--- src/rtl/clk_div_pkg.sv ---
// ---------------------------------------------------------------------------
// clk_div_pkg
//   Shared definitions for the clock-divider configuration sequencer:
//   FSM state encodings, channel-select constants, default and minimum
//   divide ratios, and the ratio legality check used by the controller.
//   No ports (package).
// ---------------------------------------------------------------------------
package clk_div_pkg;

  localparam logic [2:0] IDLE      = 3'd0;
  localparam logic [2:0] CHECK     = 3'd1;
  localparam logic [2:0] WAIT_EDGE = 3'd2;
  localparam logic [2:0] FORCE     = 3'd3;
  localparam logic [2:0] APPLY     = 3'd4;

  localparam logic CH_ODD  = 1'b0;
  localparam logic CH_EVEN = 1'b1;

  localparam int DEF_ODD_RATIO  = 5;
  localparam int DEF_EVEN_RATIO = 6;
  localparam int MIN_ODD_RATIO  = 3;
  localparam int MIN_EVEN_RATIO = 2;

  // The odd divider only produces a symmetric output for odd ratios of at
  // least 3; the even divider needs an even ratio of at least 2. The ratio
  // is passed zero-extended to 32 bits so one function serves any width.
  function automatic logic ratio_ok(input logic sel, input logic [31:0] v);
    if (sel == CH_ODD) begin
      return v[0] && (v >= 32'(MIN_ODD_RATIO));
    end
    return !v[0] && (v >= 32'(MIN_EVEN_RATIO));
  endfunction

endpackage

--- src/rtl/clk_div_edge_watch.sv ---
// ---------------------------------------------------------------------------
// clk_div_edge_watch
//   Watches the divided output of the selected channel for a rising edge
//   and counts how long the controller has been waiting for one.
//   Ports:
//     clk_i           system clock
//     rst_i           synchronous active-high reset
//     sel_i           channel being watched (CH_ODD / CH_EVEN)
//     clk_out_odd_i   odd divider output
//     clk_out_even_i  even divider output
//     start_i         clears the wait counter before a new wait begins
//     en_i            high while the controller is waiting for an edge
//     edge_seen_o     rising edge on the selected output this cycle
//     timed_out_o     wait counter has reached TIMEOUT-1
// ---------------------------------------------------------------------------
module clk_div_edge_watch
  import clk_div_pkg::*;
#(
  parameter int TIMEOUT = 8192
) (
  input  logic clk_i,
  input  logic rst_i,
  input  logic sel_i,
  input  logic clk_out_odd_i,
  input  logic clk_out_even_i,
  input  logic start_i,
  input  logic en_i,
  output logic edge_seen_o,
  output logic timed_out_o
);

  localparam int CW = $clog2(TIMEOUT + 1);

  logic          out_sel;
  logic          out_q;
  logic [CW-1:0] cnt_q;
  logic [CW-1:0] cnt_d;

  assign out_sel = (sel_i == CH_EVEN) ? clk_out_even_i : clk_out_odd_i;

  // The previous sample of the selected output is kept every cycle, so it
  // is already valid on the first waiting cycle and an edge arriving right
  // then is not missed.
  assign edge_seen_o = en_i && out_sel && !out_q;
  assign timed_out_o = en_i && (cnt_q == CW'(TIMEOUT - 1));

  // The counter holds once the limit is reached; the controller leaves the
  // wait on that same cycle, so it never needs to wrap.
  always_comb begin
    cnt_d = cnt_q;
    if (start_i) begin
      cnt_d = '0;
    end else if (en_i && !timed_out_o) begin
      cnt_d = cnt_q + 1'b1;
    end
  end

  // Output history and wait counter.
  always_ff @(posedge clk_i) begin
    if (rst_i) begin
      out_q <= 1'b0;
      cnt_q <= '0;
    end else begin
      out_q <= out_sel;
      cnt_q <= cnt_d;
    end
  end

endmodule

--- src/rtl/clk_div_cfg_ctrl.sv ---
// ---------------------------------------------------------------------------
// clk_div_cfg_ctrl
//   Configuration sequencer for the odd/even clock divider channels. Takes
//   ratio writes over a valid/ready port, rejects illegal ratios, and swaps
//   a new ratio in only at a rising edge of that channel's divided output.
//   If the channel never produces an edge, the divider is reset for RST_CYC
//   cycles and the ratio is applied anyway.
//   Ports:
//     clk_in, rst                   clock, synchronous active-high reset
//     cfg_valid/cfg_ready           request handshake
//     cfg_sel, cfg_div              target channel and requested ratio
//     cfg_done, cfg_err, cfg_tmo    result pulses (tmo accompanies done)
//     clk_out_odd, clk_out_even     divided outputs fed back from divider
//     div_odd, div_even             active ratios driven to the divider
//     div_rst                       divider reset for the forced update
// ---------------------------------------------------------------------------
module clk_div_cfg_ctrl
  import clk_div_pkg::*;
#(
  parameter int W        = 12,
  parameter int DEF_ODD  = DEF_ODD_RATIO,
  parameter int DEF_EVEN = DEF_EVEN_RATIO,
  parameter int TIMEOUT  = 8192,
  parameter int RST_CYC  = 2
) (
  input  logic         clk_in,
  input  logic         rst,
  input  logic         cfg_valid,
  output logic         cfg_ready,
  input  logic         cfg_sel,
  input  logic [W-1:0] cfg_div,
  output logic         cfg_done,
  output logic         cfg_err,
  output logic         cfg_tmo,
  input  logic         clk_out_odd,
  input  logic         clk_out_even,
  output logic [W-1:0] div_odd,
  output logic [W-1:0] div_even,
  output logic         div_rst
);

  localparam int RW = $clog2(RST_CYC + 1);

  logic [2:0]    state_q, state_d;
  logic          sel_q, sel_d;
  logic [W-1:0]  val_q, val_d;
  logic [W-1:0]  div_odd_q, div_odd_d;
  logic [W-1:0]  div_even_q, div_even_d;
  logic          forced_q, forced_d;
  logic [RW-1:0] rcnt_q, rcnt_d;
  logic          ready_q, done_q, done_d, err_q, err_d, tmo_q, tmo_d, div_rst_q;
  logic [W-1:0]  cur_ratio;
  logic          watch_start;
  logic          edge_seen;
  logic          timed_out;

  assign cur_ratio = (sel_q == CH_EVEN) ? div_even_q : div_odd_q;

  clk_div_edge_watch #(
    .TIMEOUT (TIMEOUT)
  ) u_watch (
    .clk_i          (clk_in),
    .rst_i          (rst),
    .sel_i          (sel_q),
    .clk_out_odd_i  (clk_out_odd),
    .clk_out_even_i (clk_out_even),
    .start_i        (watch_start),
    .en_i           (state_q == WAIT_EDGE),
    .edge_seen_o    (edge_seen),
    .timed_out_o    (timed_out)
  );

  // Sequencer: capture a request, validate it, then wait for a clean edge
  // (or force one via divider reset) before the ratio is swapped in APPLY.
  // A request equal to the active ratio skips the wait since nothing on the
  // divider changes. An edge beats a simultaneous timeout.
  always_comb begin
    state_d     = state_q;
    sel_d       = sel_q;
    val_d       = val_q;
    div_odd_d   = div_odd_q;
    div_even_d  = div_even_q;
    forced_d    = forced_q;
    rcnt_d      = rcnt_q;
    done_d      = 1'b0;
    err_d       = 1'b0;
    tmo_d       = 1'b0;
    watch_start = 1'b0;
    case (state_q)
      IDLE: begin
        if (cfg_valid && ready_q) begin
          sel_d    = cfg_sel;
          val_d    = cfg_div;
          forced_d = 1'b0;
          state_d  = CHECK;
        end
      end
      CHECK: begin
        if (!ratio_ok(sel_q, 32'(val_q))) begin
          err_d   = 1'b1;
          state_d = IDLE;
        end else if (val_q == cur_ratio) begin
          state_d = APPLY;
        end else begin
          watch_start = 1'b1;
          state_d     = WAIT_EDGE;
        end
      end
      WAIT_EDGE: begin
        if (edge_seen) begin
          state_d = APPLY;
        end else if (timed_out) begin
          forced_d = 1'b1;
          rcnt_d   = '0;
          state_d  = FORCE;
        end
      end
      FORCE: begin
        if (rcnt_q == RW'(RST_CYC - 1)) begin
          state_d = APPLY;
        end else begin
          rcnt_d = rcnt_q + 1'b1;
        end
      end
      APPLY: begin
        if (sel_q == CH_EVEN) begin
          div_even_d = val_q;
        end else begin
          div_odd_d = val_q;
        end
        done_d  = 1'b1;
        tmo_d   = forced_q;
        state_d = IDLE;
      end
      default: begin
        state_d = IDLE;
      end
    endcase
  end

  // All outputs come straight from flops. Ready and div_rst are derived
  // from the next state so they line up with the cycles spent in IDLE and
  // FORCE respectively.
  always_ff @(posedge clk_in) begin
    if (rst) begin
      state_q    <= IDLE;
      sel_q      <= CH_ODD;
      val_q      <= '0;
      div_odd_q  <= W'(DEF_ODD);
      div_even_q <= W'(DEF_EVEN);
      forced_q   <= 1'b0;
      rcnt_q     <= '0;
      ready_q    <= 1'b0;
      done_q     <= 1'b0;
      err_q      <= 1'b0;
      tmo_q      <= 1'b0;
      div_rst_q  <= 1'b0;
    end else begin
      state_q    <= state_d;
      sel_q      <= sel_d;
      val_q      <= val_d;
      div_odd_q  <= div_odd_d;
      div_even_q <= div_even_d;
      forced_q   <= forced_d;
      rcnt_q     <= rcnt_d;
      ready_q    <= (state_d == IDLE);
      done_q     <= done_d;
      err_q      <= err_d;
      tmo_q      <= tmo_d;
      div_rst_q  <= (state_d == FORCE);
    end
  end

  assign cfg_ready = ready_q;
  assign cfg_done  = done_q;
  assign cfg_err   = err_q;
  assign cfg_tmo   = tmo_q;
  assign div_odd   = div_odd_q;
  assign div_even  = div_even_q;
  assign div_rst   = div_rst_q;

endmodule

--- config.mk ---
export PLATFORM = sky130hd
export DESIGN_NAME = clk_div_cfg_ctrl
export DESIGN_NICKNAME = d
export VERILOG_FILES = /design/src/rtl/clk_div_pkg.sv /design/src/rtl/clk_div_edge_watch.sv /design/src/rtl/clk_div_cfg_ctrl.sv
export SDC_FILE = /design/constraint.sdc
export NUM_CORES = 1
export LEC_CHECK = 0
export CAP_MARGIN = 30
export CELL_PAD_IN_SITES_DETAIL_PLACEMENT = 0
export CELL_PAD_IN_SITES_GLOBAL_PLACEMENT = 1
export CORE_MARGIN = 1
export CORE_UTILIZATION = 37
export CTS_BUF_LIST = sky130_fd_sc_hd__clkbuf_8
export DETAILED_ROUTE_END_ITERATION = 10
export GPL_TIMING_DRIVEN = 0
export PLACE_DENSITY_LB_ADDON = 0.1
export RECOVER_POWER = 50
export SLEW_MARGIN = 25
export SYNTH_ARGS = -nofsm -noshare
export SYNTH_HDL_FRONTEND = slang
export SYNTH_SLANG_ARGS = --single-unit
export TNS_END_PERCENT = 50
--- constraint.sdc ---
create_clock -name clk_in -period 3.7 [get_ports clk_in]
set_input_delay 0.37 -clock clk_in [delete_from_list [all_inputs] [get_ports clk_in]]
set_output_delay 0.37 -clock clk_in [all_outputs]
set_load 0.01 [all_outputs]
==> run_results.csv <==
group,metric,value,unit
synthesis,yosys.area.top_type,"dfxtp_1",
timing,drv_slew,0,
pwr,p_leak,1.32,nW
setup_path,start_kind,"flip-flop",
timing,fin_setup_tns,0,ns
placed_design,hpwl,4.97,mm
floorplan,die_h,89.7,um
route,via_per_inst,4.88,
synthesis,async_flop_share,0,
clocking,clk_pin_slew_worst_paths,0.07,ns
setup_path,ff2ff_setup_slack,1.0,ns
timing,fmaxAchievable,370,MHz
setup_path,setup.worst_path.end_class,"flip-flop",
placed_design,gp_congestion,0.824,
pwr,p_comb_frac,0.069,
global_route,grt_remaining_overflow,0,
timing,rsz0062_at_grt,"false",
route,post_drt_wl_per_cell,14.7,um
cells_and_area,final_cell_mix,"63 x dfxtp_1, 57 x nand2_1, 38 x nor2_1",
clocking,cts_root_buf,"clkbuf_8",
synthesis,synth_seq_cells,63,
route,vias,2331,
pwr,p_int,1.15,mW
cells_and_area,nets,394,
clocking,clockBufferDepth,2,
timing,final.setup_skew,0.00899,ns
min_path,hold_depth,2,
setup_path,rr_worst_depth,8,
synthesis,synth_warnings,0,
synthesis,synthCells,318,
timing,worst_pin_slew,0.748,ns
pwr,clock_power_share,0.457,
clocking,clock_sinks,63,
cells_and_area,finish.utilization,0.497,
synthesis,yosys.area.top_type_share,0.443,
cells_and_area,fin_area,3640,um^2
synthesis,ys_top_cells_by_area,"dfxtp_1 44%, mux2i_1 9.9%, nand2_1 7.5%",
pwr,p_switching,0.330,mW
timing,relSlewSlack,0.497,
global_route,grtUsageTotal,0.196,
pwr,p_seq_frac,0.474,
global_route,grt_max_degree,11,
floorplan,num_rows,31,
timing,fin_crit_sh,0.730,
run_status,outcome,"completed",
floorplan,core-area,7330,um^2
setup_path,crit_type,"reg2reg",
synthesis,syn_area,2840,um^2
min_path,hp-class,"in2reg",
cells_and_area,final_common_cell,"dfxtp_1",
floorplan,fp.dieW,89.7,um
synthesis,yosysUniqueCellTypes,42,
pwr,peakVddDrop,281,uV
synthesis,synth_area_per_cell,8.94,um^2
min_path,worstHoldStart,"rst",
pwr,powerDensity,406,nW/um^2
route,first_iter_violations,124,
timing,layout_setup_ws,1.00,ns
setup_path,required,3.98,ns
floorplan,ios,47,
pwr,swShare,0.223,
pwr,total_power,1.48,mW
placed_design,dpl_cell_area,3420,um^2
clocking,cts_tree,"yes",
min_path,hold-path-endpoint,"cfg_ready",
synthesis,ys.flop_type,"dfxtp_1",
clocking,cts_hold_buf,0,
clocking,post_cts_buffers,0,
cells_and_area,final_cells,478,
cells_and_area,drive_gt1_frac,0.0897,
cells_and_area,area_growth,28.0,%
clocking,cts_buffers,9,
setup_path,r2r-start,"sel_q",
route,wirelength,7.02,mm
setup_path,critical_path.max_fanout,10,
synthesis,synth_fp_nets,338,
setup_path,reg2reg_to,"u_watch.cnt_q[4]",
global_route,first_global_vias,2257,
placed_design,place_inst,462,
route,antenna_left,0,
clocking,insertion_delay,0.35,ns
floorplan,initial_utilization,0.388,
floorplan,die-area,8040,um^2
setup_path,arrival,2.98,ns
timing,setup_violations,0,
clocking,htreeDepth,3,
timing,hold_viol,0,
placed_design,pre_cts_slack,1.43,ns
global_route,antenna_found_initial,0,
cells_and_area,antenna_cells,0,
synthesis,synth-edff-count,0,
global_route,grt_first_pass_wirelength,11.4,mm
timing,min_period,2.70,ns
flow_run,maxCapViolCount,0,
placed_design,placement.io_buffers,45,
route,firstDrtPassIters,4,
synthesis,yosysSeqAreaShare,0.443,
timing,whs,0.258,ns
clocking,post_cts_resized,0,
route,drc,0,
-- worst max path at each step --
stage	from	end	slack (ns)	cells past startpoint
4_1_cts	sel_q	u_watch.cnt_q[8]	1.42	8
3_3_place_gp	sel_q	u_watch.cnt_q[12]	1.47	8
6_report	sel_q	u_watch.cnt_q[4]	1.0	8
5_1_grt	sel_q	u_watch.cnt_q[13]	0.73	8
2_1_floorplan	state_q[2]	u_watch.cnt_q[10]	1.80	7
3_5_place_dp	sel_q	u_watch.cnt_q[13]	1.43	8
-- synth_stat cells (2+ instances only) --
| cell type | instances |
|---|---|
| nand3_1 | 10 |
| inv_1 | 4 |
| and3_1 | 2 |
| and4b_1 | 2 |
| buf_6 | 3 |
| xor2_1 | 5 |
| dfxtp_1 | 63 |
| xnor2_1 | 21 |
| clkbuf_1 | 8 |
| nor2_1 | 38 |
| mux2i_1 | 28 |
| nor3_1 | 9 |
| nor4_1 | 7 |
| a21oi_1 | 23 |
| ha_1 | 2 |
| or2_2 | 2 |
| nand4_1 | 6 |
| nand2_1 | 57 |
| clkbuf_8 | 3 |
| a31oi_1 | 2 |
| and2_1 | 2 |
-- logic make-up (layout without fill, tap and decap cells) --
kind of cell,Yosys count,after routing,synth area share
xor+xnor,26,26,0.0801
simple gates,148,148,0.250
flops,63,63,0.443
mux,28,28,0.0985
buf+inv,20,81,0.0466
fa+ha+maj,2,2,0.00880
compound gates,31,31,0.0722
-- sequential cells by signal, summed over array words and instances, names as in the netlist --
signal	flops
forced_q	1
rcnt_q	2
div_even	12
div_odd	12
div_rst	1
state_q	3
cfg_err	1
sel_q	1
val_q	12
u_watch.out_q	1
cfg_ready	1
cfg_tmo	1
u_watch.cnt_q	14
cfg_done	1
-- per-layer routing --
metal  vias to the layer above  track usage  wire length, um
met4                         0       0.0649               80
met2                        27        0.312             3370
met3                         6       0.0576              212
li1                       1199            -                -
met5                         -            0                0
met1                      1099        0.255             3350
-- power groups by stage --
stage / clock network, mW / registers (mW) / logic [mW]
floorplan: 0 / 0.714 / 0.0647
global route: 0.728 / 0.702 / 0.111
detailed placement: 0 / 0.717 / 0.104
finish: 0.675 / 0.701 / 0.102
CTS: 0.693 / 0.701 / 0.105
global placement: 0 / 0.717 / 0.104
-- final cells by class --
type / instances / area [um^2]
clock inverters: 5 / 72.6
inverters: 4 / 15.0
multi-input cells: 235 / 1460
fillers: 710 / 3690
repair buffers: 45 / 450
flip-flops and latches: 63 / 1260
clock buffers: 11 / 151
well taps: 99 / 124
plain buffers: 16 / 110
-- critical path, stage by stage, from the launching register on --
cell and delay (ns):
dfxtp_1 0.32, buf_6 0.19, clkbuf_1 0.58, mux2i_1 0.29
xnor2_1 0.10, nor4_1 0.44, a41oi_2 0.33, buf_4 0.27
nor2_1 0.10
Power figures use the tool's default switching activity.
